$ cat config.mk
export PLATFORM = sky130hd
export DESIGN_NAME = vga_pixel_out_flat
export DESIGN_NICKNAME = d
export VERILOG_FILES = /design/src/rtl/vga_pixel_out_if.sv /design/src/rtl/vga_pixel_out.sv /design/src/flat_wrapper.sv
export SDC_FILE = /design/constraint.sdc
export NUM_CORES = 1
export LEC_CHECK = 0
export CORE_ASPECT_RATIO = 0.7
export CORE_MARGIN = 2
export CORE_UTILIZATION = 35
export DETAILED_ROUTE_END_ITERATION = 10
export GPL_TIMING_DRIVEN = 1
export HOLD_SLACK_MARGIN = 0.03
export PLACE_DENSITY = 0.79
export REMOVE_ABC_BUFFERS = 1
export SLEW_MARGIN = 20
export SYNTH_ARGS = -nofsm -noshare
export SYNTH_HDL_FRONTEND = slang
export SYNTH_SLANG_ARGS = --single-unit
$ cat constraint.sdc
create_clock -name clk -period 1.2 [get_ports clk]
set_clock_uncertainty 0.05 [all_clocks]
set_input_delay 0.3 -clock clk [delete_from_list [all_inputs] [get_ports clk]]
set_output_delay 0.3 -clock clk [all_outputs]
set_load 0.02 [all_outputs]
$ cat src/rtl/vga_pixel_out_if.sv
// Scan-position / tile-fetch inputs and sync/colour/tick outputs of the VGA output stage.
interface vga_pixel_out_if;
   localparam int unsigned POS_W  = 10;
   localparam int unsigned TILE_W = 4;
   localparam int unsigned CH_W   = 4;

   logic [POS_W-1:0]  row;
   logic [POS_W-1:0]  col;
   logic              re;
   logic [TILE_W-1:0] rdata;
   logic              hsync;
   logic              vsync;
   logic [CH_W-1:0]   red;
   logic [CH_W-1:0]   green;
   logic [CH_W-1:0]   blue;
   logic              frame_tick;

   modport master (
      output row, col, re, rdata,
      input  hsync, vsync, red, green, blue, frame_tick
   );

   modport slave (
      input  row, col, re, rdata,
      output hsync, vsync, red, green, blue, frame_tick
   );
endinterface

$ cat src/rtl/vga_pixel_out.sv
// VGA output stage: 2-cycle pipeline from scan position to registered sync and RGB,
// with tile-to-colour palette, blanking, food blink and a once-per-frame tick.
module vga_pixel_out #(
   parameter int unsigned H_VISIBLE    = 640,
   parameter int unsigned V_VISIBLE    = 480,
   parameter int unsigned HSYNC_START  = 656,
   parameter int unsigned HSYNC_END    = 751,
   parameter int unsigned VSYNC_START  = 490,
   parameter int unsigned VSYNC_END    = 491,
   parameter int unsigned BLINK_FRAMES = 15
) (
   input  logic           clk,
   input  logic           reset,
   vga_pixel_out_if.slave bus
);
   localparam int unsigned POS_W  = 10;
   localparam int unsigned TILE_W = 4;
   localparam int unsigned CNT_W  = 4;
   localparam int unsigned CH_W   = 4;
   localparam int unsigned RGB_W  = 3 * CH_W;

   localparam logic [POS_W-1:0] LP_H_VIS    = POS_W'(H_VISIBLE);
   localparam logic [POS_W-1:0] LP_V_VIS    = POS_W'(V_VISIBLE);
   localparam logic [POS_W-1:0] LP_HS_START = POS_W'(HSYNC_START);
   localparam logic [POS_W-1:0] LP_HS_END   = POS_W'(HSYNC_END);
   localparam logic [POS_W-1:0] LP_VS_START = POS_W'(VSYNC_START);
   localparam logic [POS_W-1:0] LP_VS_END   = POS_W'(VSYNC_END);
   localparam logic [CNT_W-1:0] LP_BLINK_LAST = CNT_W'(BLINK_FRAMES);

   logic              r_vis_d;
   logic              r_hs_d;
   logic              r_vs_d;
   logic              r_re_d;
   logic              r_frame_tick;
   logic [TILE_W-1:0] r_tile_hold;
   logic [CNT_W-1:0]  r_blink_cnt;
   logic              r_blink_on;
   logic              r_hsync;
   logic              r_vsync;
   logic [RGB_W-1:0]  r_rgb;

   logic [TILE_W-1:0] w_tile_cur;
   logic [RGB_W-1:0]  w_rgb;

   // Tile code to {R,G,B}; food goes dark during the off half of the blink.
   function automatic logic [RGB_W-1:0] f_palette(input logic [TILE_W-1:0] tile,
                                                  input logic              blink_on);
      logic [RGB_W-1:0] rgb;
      case (tile)
         4'd0:    rgb = 12'h000;
         4'd1:    rgb = 12'h0F0;
         4'd2:    rgb = 12'h0F8;
         4'd3:    rgb = blink_on ? 12'hF00 : 12'h000;
         4'd4:    rgb = 12'h888;
         default: rgb = 12'hF0F;
      endcase
      return rgb;
   endfunction

   // Stage 1: position decode and registered frame tick.
   always_ff @(posedge clk or negedge reset) begin
      if (!reset) begin
         r_vis_d      <= 1'b0;
         r_hs_d       <= 1'b0;
         r_vs_d       <= 1'b0;
         r_re_d       <= 1'b0;
         r_frame_tick <= 1'b0;
      end else begin
         r_vis_d      <= (bus.row < LP_H_VIS) && (bus.col < LP_V_VIS);
         r_hs_d       <= (bus.row >= LP_HS_START) && (bus.row <= LP_HS_END);
         r_vs_d       <= (bus.col >= LP_VS_START) && (bus.col <= LP_VS_END);
         r_re_d       <= bus.re;
         r_frame_tick <= (bus.row == '0) && (bus.col == LP_V_VIS);
      end
   end

   // rdata is only meaningful the cycle after a fetch; otherwise repeat the last tile.
   always_comb begin
      w_tile_cur = r_re_d ? bus.rdata : r_tile_hold;
      w_rgb      = r_vis_d ? f_palette(w_tile_cur, r_blink_on) : '0;
   end

   always_ff @(posedge clk or negedge reset) begin
      if (!reset) begin
         r_tile_hold <= '0;
      end else begin
         r_tile_hold <= w_tile_cur;
      end
   end

   // Frame counter for food blink; toggle and clear share the wrap edge.
   always_ff @(posedge clk or negedge reset) begin
      if (!reset) begin
         r_blink_cnt <= '0;
         r_blink_on  <= 1'b1;
      end else if (r_frame_tick) begin
         if (r_blink_cnt == LP_BLINK_LAST) begin
            r_blink_cnt <= '0;
            r_blink_on  <= ~r_blink_on;
         end else begin
            r_blink_cnt <= r_blink_cnt + CNT_W'(1);
         end
      end
   end

   // Stage 2: output registers, sync active low.
   always_ff @(posedge clk or negedge reset) begin
      if (!reset) begin
         r_hsync <= 1'b1;
         r_vsync <= 1'b1;
         r_rgb   <= '0;
      end else begin
         r_hsync <= ~r_hs_d;
         r_vsync <= ~r_vs_d;
         r_rgb   <= w_rgb;
      end
   end

   assign bus.hsync      = r_hsync;
   assign bus.vsync      = r_vsync;
   assign bus.red        = r_rgb[RGB_W-1 -: CH_W];
   assign bus.green      = r_rgb[2*CH_W-1 -: CH_W];
   assign bus.blue       = r_rgb[CH_W-1 -: CH_W];
   assign bus.frame_tick = r_frame_tick;
endmodule

$ cat src/flat_wrapper.sv
// flat-port wrapper written by rule: the top's interface ports become plain ports
module vga_pixel_out_flat 
#(
   parameter int unsigned H_VISIBLE    = 640,
   parameter int unsigned V_VISIBLE    = 480,
   parameter int unsigned HSYNC_START  = 656,
   parameter int unsigned HSYNC_END    = 751,
   parameter int unsigned VSYNC_START  = 490,
   parameter int unsigned VSYNC_END    = 491,
   parameter int unsigned BLINK_FRAMES = 15
)
  (clk, reset, bus_row, bus_col, bus_re, bus_rdata, bus_hsync, bus_vsync, bus_red, bus_green, bus_blue, bus_frame_tick);
  vga_pixel_out_if bus_i ();
  input  logic clk;
  input  logic reset;
  input wire logic [$bits(bus_i.row)-1:0] bus_row;
  input wire logic [$bits(bus_i.col)-1:0] bus_col;
  input wire logic [$bits(bus_i.re)-1:0] bus_re;
  input wire logic [$bits(bus_i.rdata)-1:0] bus_rdata;
  output wire logic [$bits(bus_i.hsync)-1:0] bus_hsync;
  output wire logic [$bits(bus_i.vsync)-1:0] bus_vsync;
  output wire logic [$bits(bus_i.red)-1:0] bus_red;
  output wire logic [$bits(bus_i.green)-1:0] bus_green;
  output wire logic [$bits(bus_i.blue)-1:0] bus_blue;
  output wire logic [$bits(bus_i.frame_tick)-1:0] bus_frame_tick;
  assign bus_i.row = bus_row;
  assign bus_i.col = bus_col;
  assign bus_i.re = bus_re;
  assign bus_i.rdata = bus_rdata;
  assign bus_hsync = bus_i.hsync;
  assign bus_vsync = bus_i.vsync;
  assign bus_red = bus_i.red;
  assign bus_green = bus_i.green;
  assign bus_blue = bus_i.blue;
  assign bus_frame_tick = bus_i.frame_tick;
  vga_pixel_out #(.H_VISIBLE(H_VISIBLE), .V_VISIBLE(V_VISIBLE), .HSYNC_START(HSYNC_START), .HSYNC_END(HSYNC_END), .VSYNC_START(VSYNC_START), .VSYNC_END(VSYNC_END), .BLINK_FRAMES(BLINK_FRAMES)) u_core (.clk(clk), .reset(reset), .bus(bus_i));
endmodule
# After elaboration in Yosys (flattened, before gate mapping)
# Cells that the tools add are included.
# word_totals
register_bits	28
# op_classes
add_sub_neg	1
order_cmp	6
eq_ne	6
mux	5
bitwise_logic	3
reduce_logical	7
# ops
op	n
$pmux W12 S5	1
$mux W12	2
$eq A10 B9 Y1 const B	1
$ge A10 B10 Y1 const B	1
$ge A10 B9 Y1 const B	1
$le A10 B10 Y1 const B	1
$le A10 B9 Y1 const B	1
$logic_not A10 Y1	1
$lt A10 B10 Y1 const B	1
$lt A10 B9 Y1 const B	1
$eq A4 B2 Y1 const B	2
$mux W4	2
$add A4 B1 Y4 const B	1
$eq A4 B1 Y1 const B	1
$eq A4 B3 Y1 const B	1
$eq A4 B4 Y1 const B	1
$logic_and A1 B1 Y1	4
$logic_not A4 Y1	1
$not A1 Y1	3
$reduce_and A2 Y1	1

# Logic depth before layout (Yosys ltp)
# depth
word_depth	4
depth_mapped	4

# Least setup slack after synthesis
# Ideal clock, no wire load.
# synth_timing
path_type	flip-flop to flip-flop
from	reg u_core.r_re_d
to	reg u_core.r_rgb[2]
arrival_time_ns	0.989
t_required_ns	1.031
slack_ns	0.042
path_stages_with_launch	4
path_buffers	1
period_less_slack_ns	1.158
cell_sequence	dfrtp_1 -> buf_6 -> mux2_4 -> o21a_1
# synth_between
elab_chain_cells	4
# synth_rtl
item	line	text
start: declaration	vga_pixel_out.sv:33	logic r_re_d;
start signal: assignment	vga_pixel_out.sv:72	r_re_d <= bus.re;
$mux W4 (*)	vga_pixel_out.sv:79	w_tile_cur = r_re_d ? bus.rdata : r_tile_hold;
named net u_core.w_tile_cur[3]	vga_pixel_out.sv:42	logic [TILE_W-1:0] w_tile_cur;
$eq A4 B3 Y1 (tied with other cells)	vga_pixel_out.sv:49	case (tile)
$pmux W12 S5 (*)	vga_pixel_out.sv:49	
$mux W12 (*)	vga_pixel_out.sv:80	w_rgb = r_vis_d ? f_palette(w_tile_cur, r_blink_on) : '0;
end signal: assignment	vga_pixel_out.sv:115	r_rgb <= w_rgb;
end: declaration	vga_pixel_out.sv:40	logic [RGB_W-1:0] r_rgb;
# The timed path passes the listed nets; every way through them passes the cells marked *.
# A chain may end at the register's enable or synchronous reset.

# Worst setup path after layout
# layout_timing
from	reg u_core.r_re_d
to	reg u_core.r_rgb[10]
# layout_between
elab_chain_cells	4
# layout_rtl
item	line	text
$mux W4 (*)	vga_pixel_out.sv:79	
$eq A4 B3 Y1 (tied with other cells)	vga_pixel_out.sv:49	
$pmux W12 S5 (*)	vga_pixel_out.sv:49	
$mux W12 (*)	vga_pixel_out.sv:80	
named net u_core.w_rgb[10]	vga_pixel_out.sv:43	logic [RGB_W-1:0] w_rgb;
# Marked as above.

==> results.py <==
metrics = {
    "floorplanning": {
        "fp-row-count": 16,
        "start_util_pct": 36.7,
        "die_y_microns": 49.3,
        "die_area_sq_um": 3390,
        "die_x_microns": 68.8,
        "core_area_sq_um": 2800,
        "ios": 42,
    },
    "yosys": {
        "synth-seq-area-share_pct": 54.0,
        "synthDistinctLibCells": 36,
        "yosys_warnings": 0,
        "ys.flop_type": "dfrtp_1",
        "yosys.area.top_type": "dfrtp_1",
        "synthTopCellsByCount": "dfrtp_1, buf_4",
        "synthArstFlopShare_pct": 100,
        "synthCells": 91,
        "netlist_area_sq_um": 1030,
        "syn_area_per_cell_sq_um": 11.3,
        "synth_top_area_share_pct": 46.3,
        "ys_ff_latch": 22,
        "synth-edff-count": 0,
        "synth_most_common_cell": "dfrtp_1",
        "synth_top_cells_by_area": "dfrtp_1, dfstp_2, buf_4",
    },
    "critical_path": {
        "end_kind": "register",
        "crit_arrival_ps": 1480,
        "crit_type": "register to register",
        "critical-path-top-delay-family": "flip-flops",
        "cp_max_fo": 7,
        "rr_startpoint": "u_core.r_re_d",
        "worstPathCellList": "nor3_1, o22ai_2, o211a_1",
        "ff2ff_path_depth": 3,
        "reg2reg_setup_slack_ps": -190,
        "timing.rr.end": "u_core.r_rgb[10]",
        "crit_buf_inv": 0,
        "required_ps": 1290,
        "crit_path_start_kind": "register",
        "cpMaxStageDelayCell": "dfrtp_2",
        "critical-path-max-stage-delay_ps": 470,
    },
    "finish": {
        "nFillCells": 244,
        "area_delta_synth_final_pct": 50.8,
        "instances_no_fill": 171,
        "antenna_cells": 0,
        "final_nets": 164,
        "final_design_area_no_fill_sq_um": 1550,
        "fin_util_pct": 55.3,
        "drive_gt1_share_pct": 32.6,
    },
    "route": {
        "wire_per_inst_microns": 13.4,
        "vias": 864,
        "ant_nets": 0,
        "remaining_drc_errors": 0,
        "vias_per_cell": 5.05,
        "finalWirelength_mm": 2.29,
        "firstDrtPassIters": 4,
        "drt-initial-drc-count": 33,
    },
    "placed_design": {
        "gp_congestion": 0.787,
        "dp.cells": 165,
        "post-place-ws_ps": -364,
        "hpwl_mm": 1.59,
        "placed_area_sq_um": 1470,
        "port_buffers": 41,
    },
    "grt": {
        "grt_use_total_pct": 14.0,
        "grt_pass1_vias": 812,
        "overflow": 0,
        "antenna_found_initial": 0,
        "grt_max_degree": 23,
        "grt_pass1_wl_mm": 3.47,
    },
    "hold_path": {
        "hold_end": "u_core.bus.hsync",
        "hold_class": "register to register",
        "hold_path.startpoint": "u_core.r_hs_d",
        "holdPathStages": 1,
    },
    "cts": {
        "h-tree-depth": 1,
        "cts.clk_slew.worst_paths_ps": 80,
        "cts_tree": "built",
        "cts_inserted_buffers": 3,
        "clock_latency_ps": 250,
        "hold_buffers": 0,
        "clkSinkCount": 22,
        "clockBufferDepth": 2,
        "clock-root-buffer": "clkbuf_8",
    },
    "sta": {
        "final_max_slew_viol_count": 0,
        "fin_crit_ps": 1390,
        "tightestPinTransition_ps": 440,
        "fin_crit_sh_pct": 115,
        "fin_ws_ps": -185,
        "setup_viol": 10,
        "fmax_mhz": 722,
        "slew_headroom_pct": 70.5,
        "fin_hold_ws_ps": 302,
        "hold_viol_final": 0,
        "rsz0062_at_grt": "yes",
    },
    "job": {
        "maxCapViolCount": 0,
    },
    "pwr": {
        "p_leak_uw": 0.000718,
        "irDropWorstVdd_mv": 0.469,
        "power_density_nw_per_um2": 1060,
    },
    "status": {
        "violations": "setup timing",
        "status": "complete, but fails checks",
    },
}
[state kept, by name (all words and copies together) (netlist names)]
register / count
u_core.bus.frame_tick: 1
u_core.bus.hsync: 1
u_core.bus.vsync: 1
u_core.r_blink_cnt: 4
u_core.r_blink_on: 1
u_core.r_hs_d: 1
u_core.r_re_d: 1
u_core.r_rgb: 6
u_core.r_tile_hold: 4
u_core.r_vis_d: 1
u_core.r_vs_d: 1
[power by group]
group	total (uW)	leakage [uW]	internal, uW	switching, uW
logic	305	0.000412	166	139
registers	815	0.000277	777	38.0
clock network	516	0.0000288	292	224
total	1640	0.000718	1230	401
[placed cells by master (no fill, tap or decap), drive strengths merged, types with 2 or more instances in the layout]
cell,netlist,layout
dfstp,3,3
nand3,2,2
nor4,3,3
mux2,4,4
xnor2,2,2
inv,5,5
xor2,2,2
nand2,5,5
nor3,5,5
clkbuf,0,4
dfrtp,19,19
nor2,5,5
nor3b,3,3
o21ai,4,4
a21oi,3,3
clkdlybuf4s50,0,18
dlygate4sd2,0,7
and3b,2,2
buf,7,21
nand4,5,5
[per-stage QoR]
| step | total power (uW) | TNS, ps |
|---|---|---|
| final | 1640 | -652 |
| after detailed placement | 1120 | -4830 |
| after global placement | 1110 | -4200 |
| after CTS | 1620 | -517 |
| after floorplan | 923 | -59.8 |
| after global routing | 1710 | -1000 |
[cell type report]
type | instances | area, sq um | area share, %
sequential | 22 | 557 | 35.9
inverter | 5 | 18.8 | 1.21
tap | 36 | 45.0 | 2.91
clock buffer | 4 | 55.1 | 3.55
timing repair buffer | 47 | 429 | 27.7
multi-input combinational | 57 | 444 | 28.7
[worst max-delay path by stage]
| stage | startpoint | endpoint | slack (ps) | depth (start not counted) |
|---|---|---|---|---|
| floorplan | u_core.r_re_d | u_core.r_rgb[3] | -60 | 3 |
| global placement | bus_rdata[0] | u_core.r_rgb[3] | -310 | 4 |
| detailed placement | bus_col[6] | u_core.r_vs_d | -360 | 4 |
| CTS | u_core.r_re_d | u_core.r_rgb[11] | -70 | 4 |
| global route | u_core.r_re_d | u_core.r_rgb[10] | -220 | 3 |
| finish | u_core.r_re_d | u_core.r_rgb[10] | -190 | 3 |
[worst reg2reg max path, delay by kind of cell, from the launching register on]
family,cells,cell delay (ps)
flops,1,470
compound gates,2,330
simple gates,1,420
[what timing repair did]
action	4_1_cts	5_1_grt
setup endpoints to repair	23	12
pin swaps	6	4
gates resized for setup	81	11
setup buffers	2	0
[per-layer routing]
layer / track usage [%] / wire (microns) / up-vias
li1: - / - / 407
met4: 4.90 / 38 / 0
met3: 5.08 / 238 / 6
met5: 0 / 0 / -
met2: 21.8 / 1100 / 48
met1: 17.8 / 917 / 403
[logic make-up (layout without fill, tap and decap cells)]
| family | count (synthesis) | in the layout | share of synthesized area, % |
|---|---|---|---|
| compound gates | 12 | 12 | 7.06 |
| mux | 5 | 5 | 5.72 |
| buf+inv | 12 | 56 | 7.31 |
| flops | 22 | 22 | 54.0 |
| xor+xnor | 4 | 4 | 3.41 |
| fa+ha+maj | 1 | 1 | 1.22 |
| simple gates | 35 | 35 | 21.3 |
(Power assumes the default switching activity.)
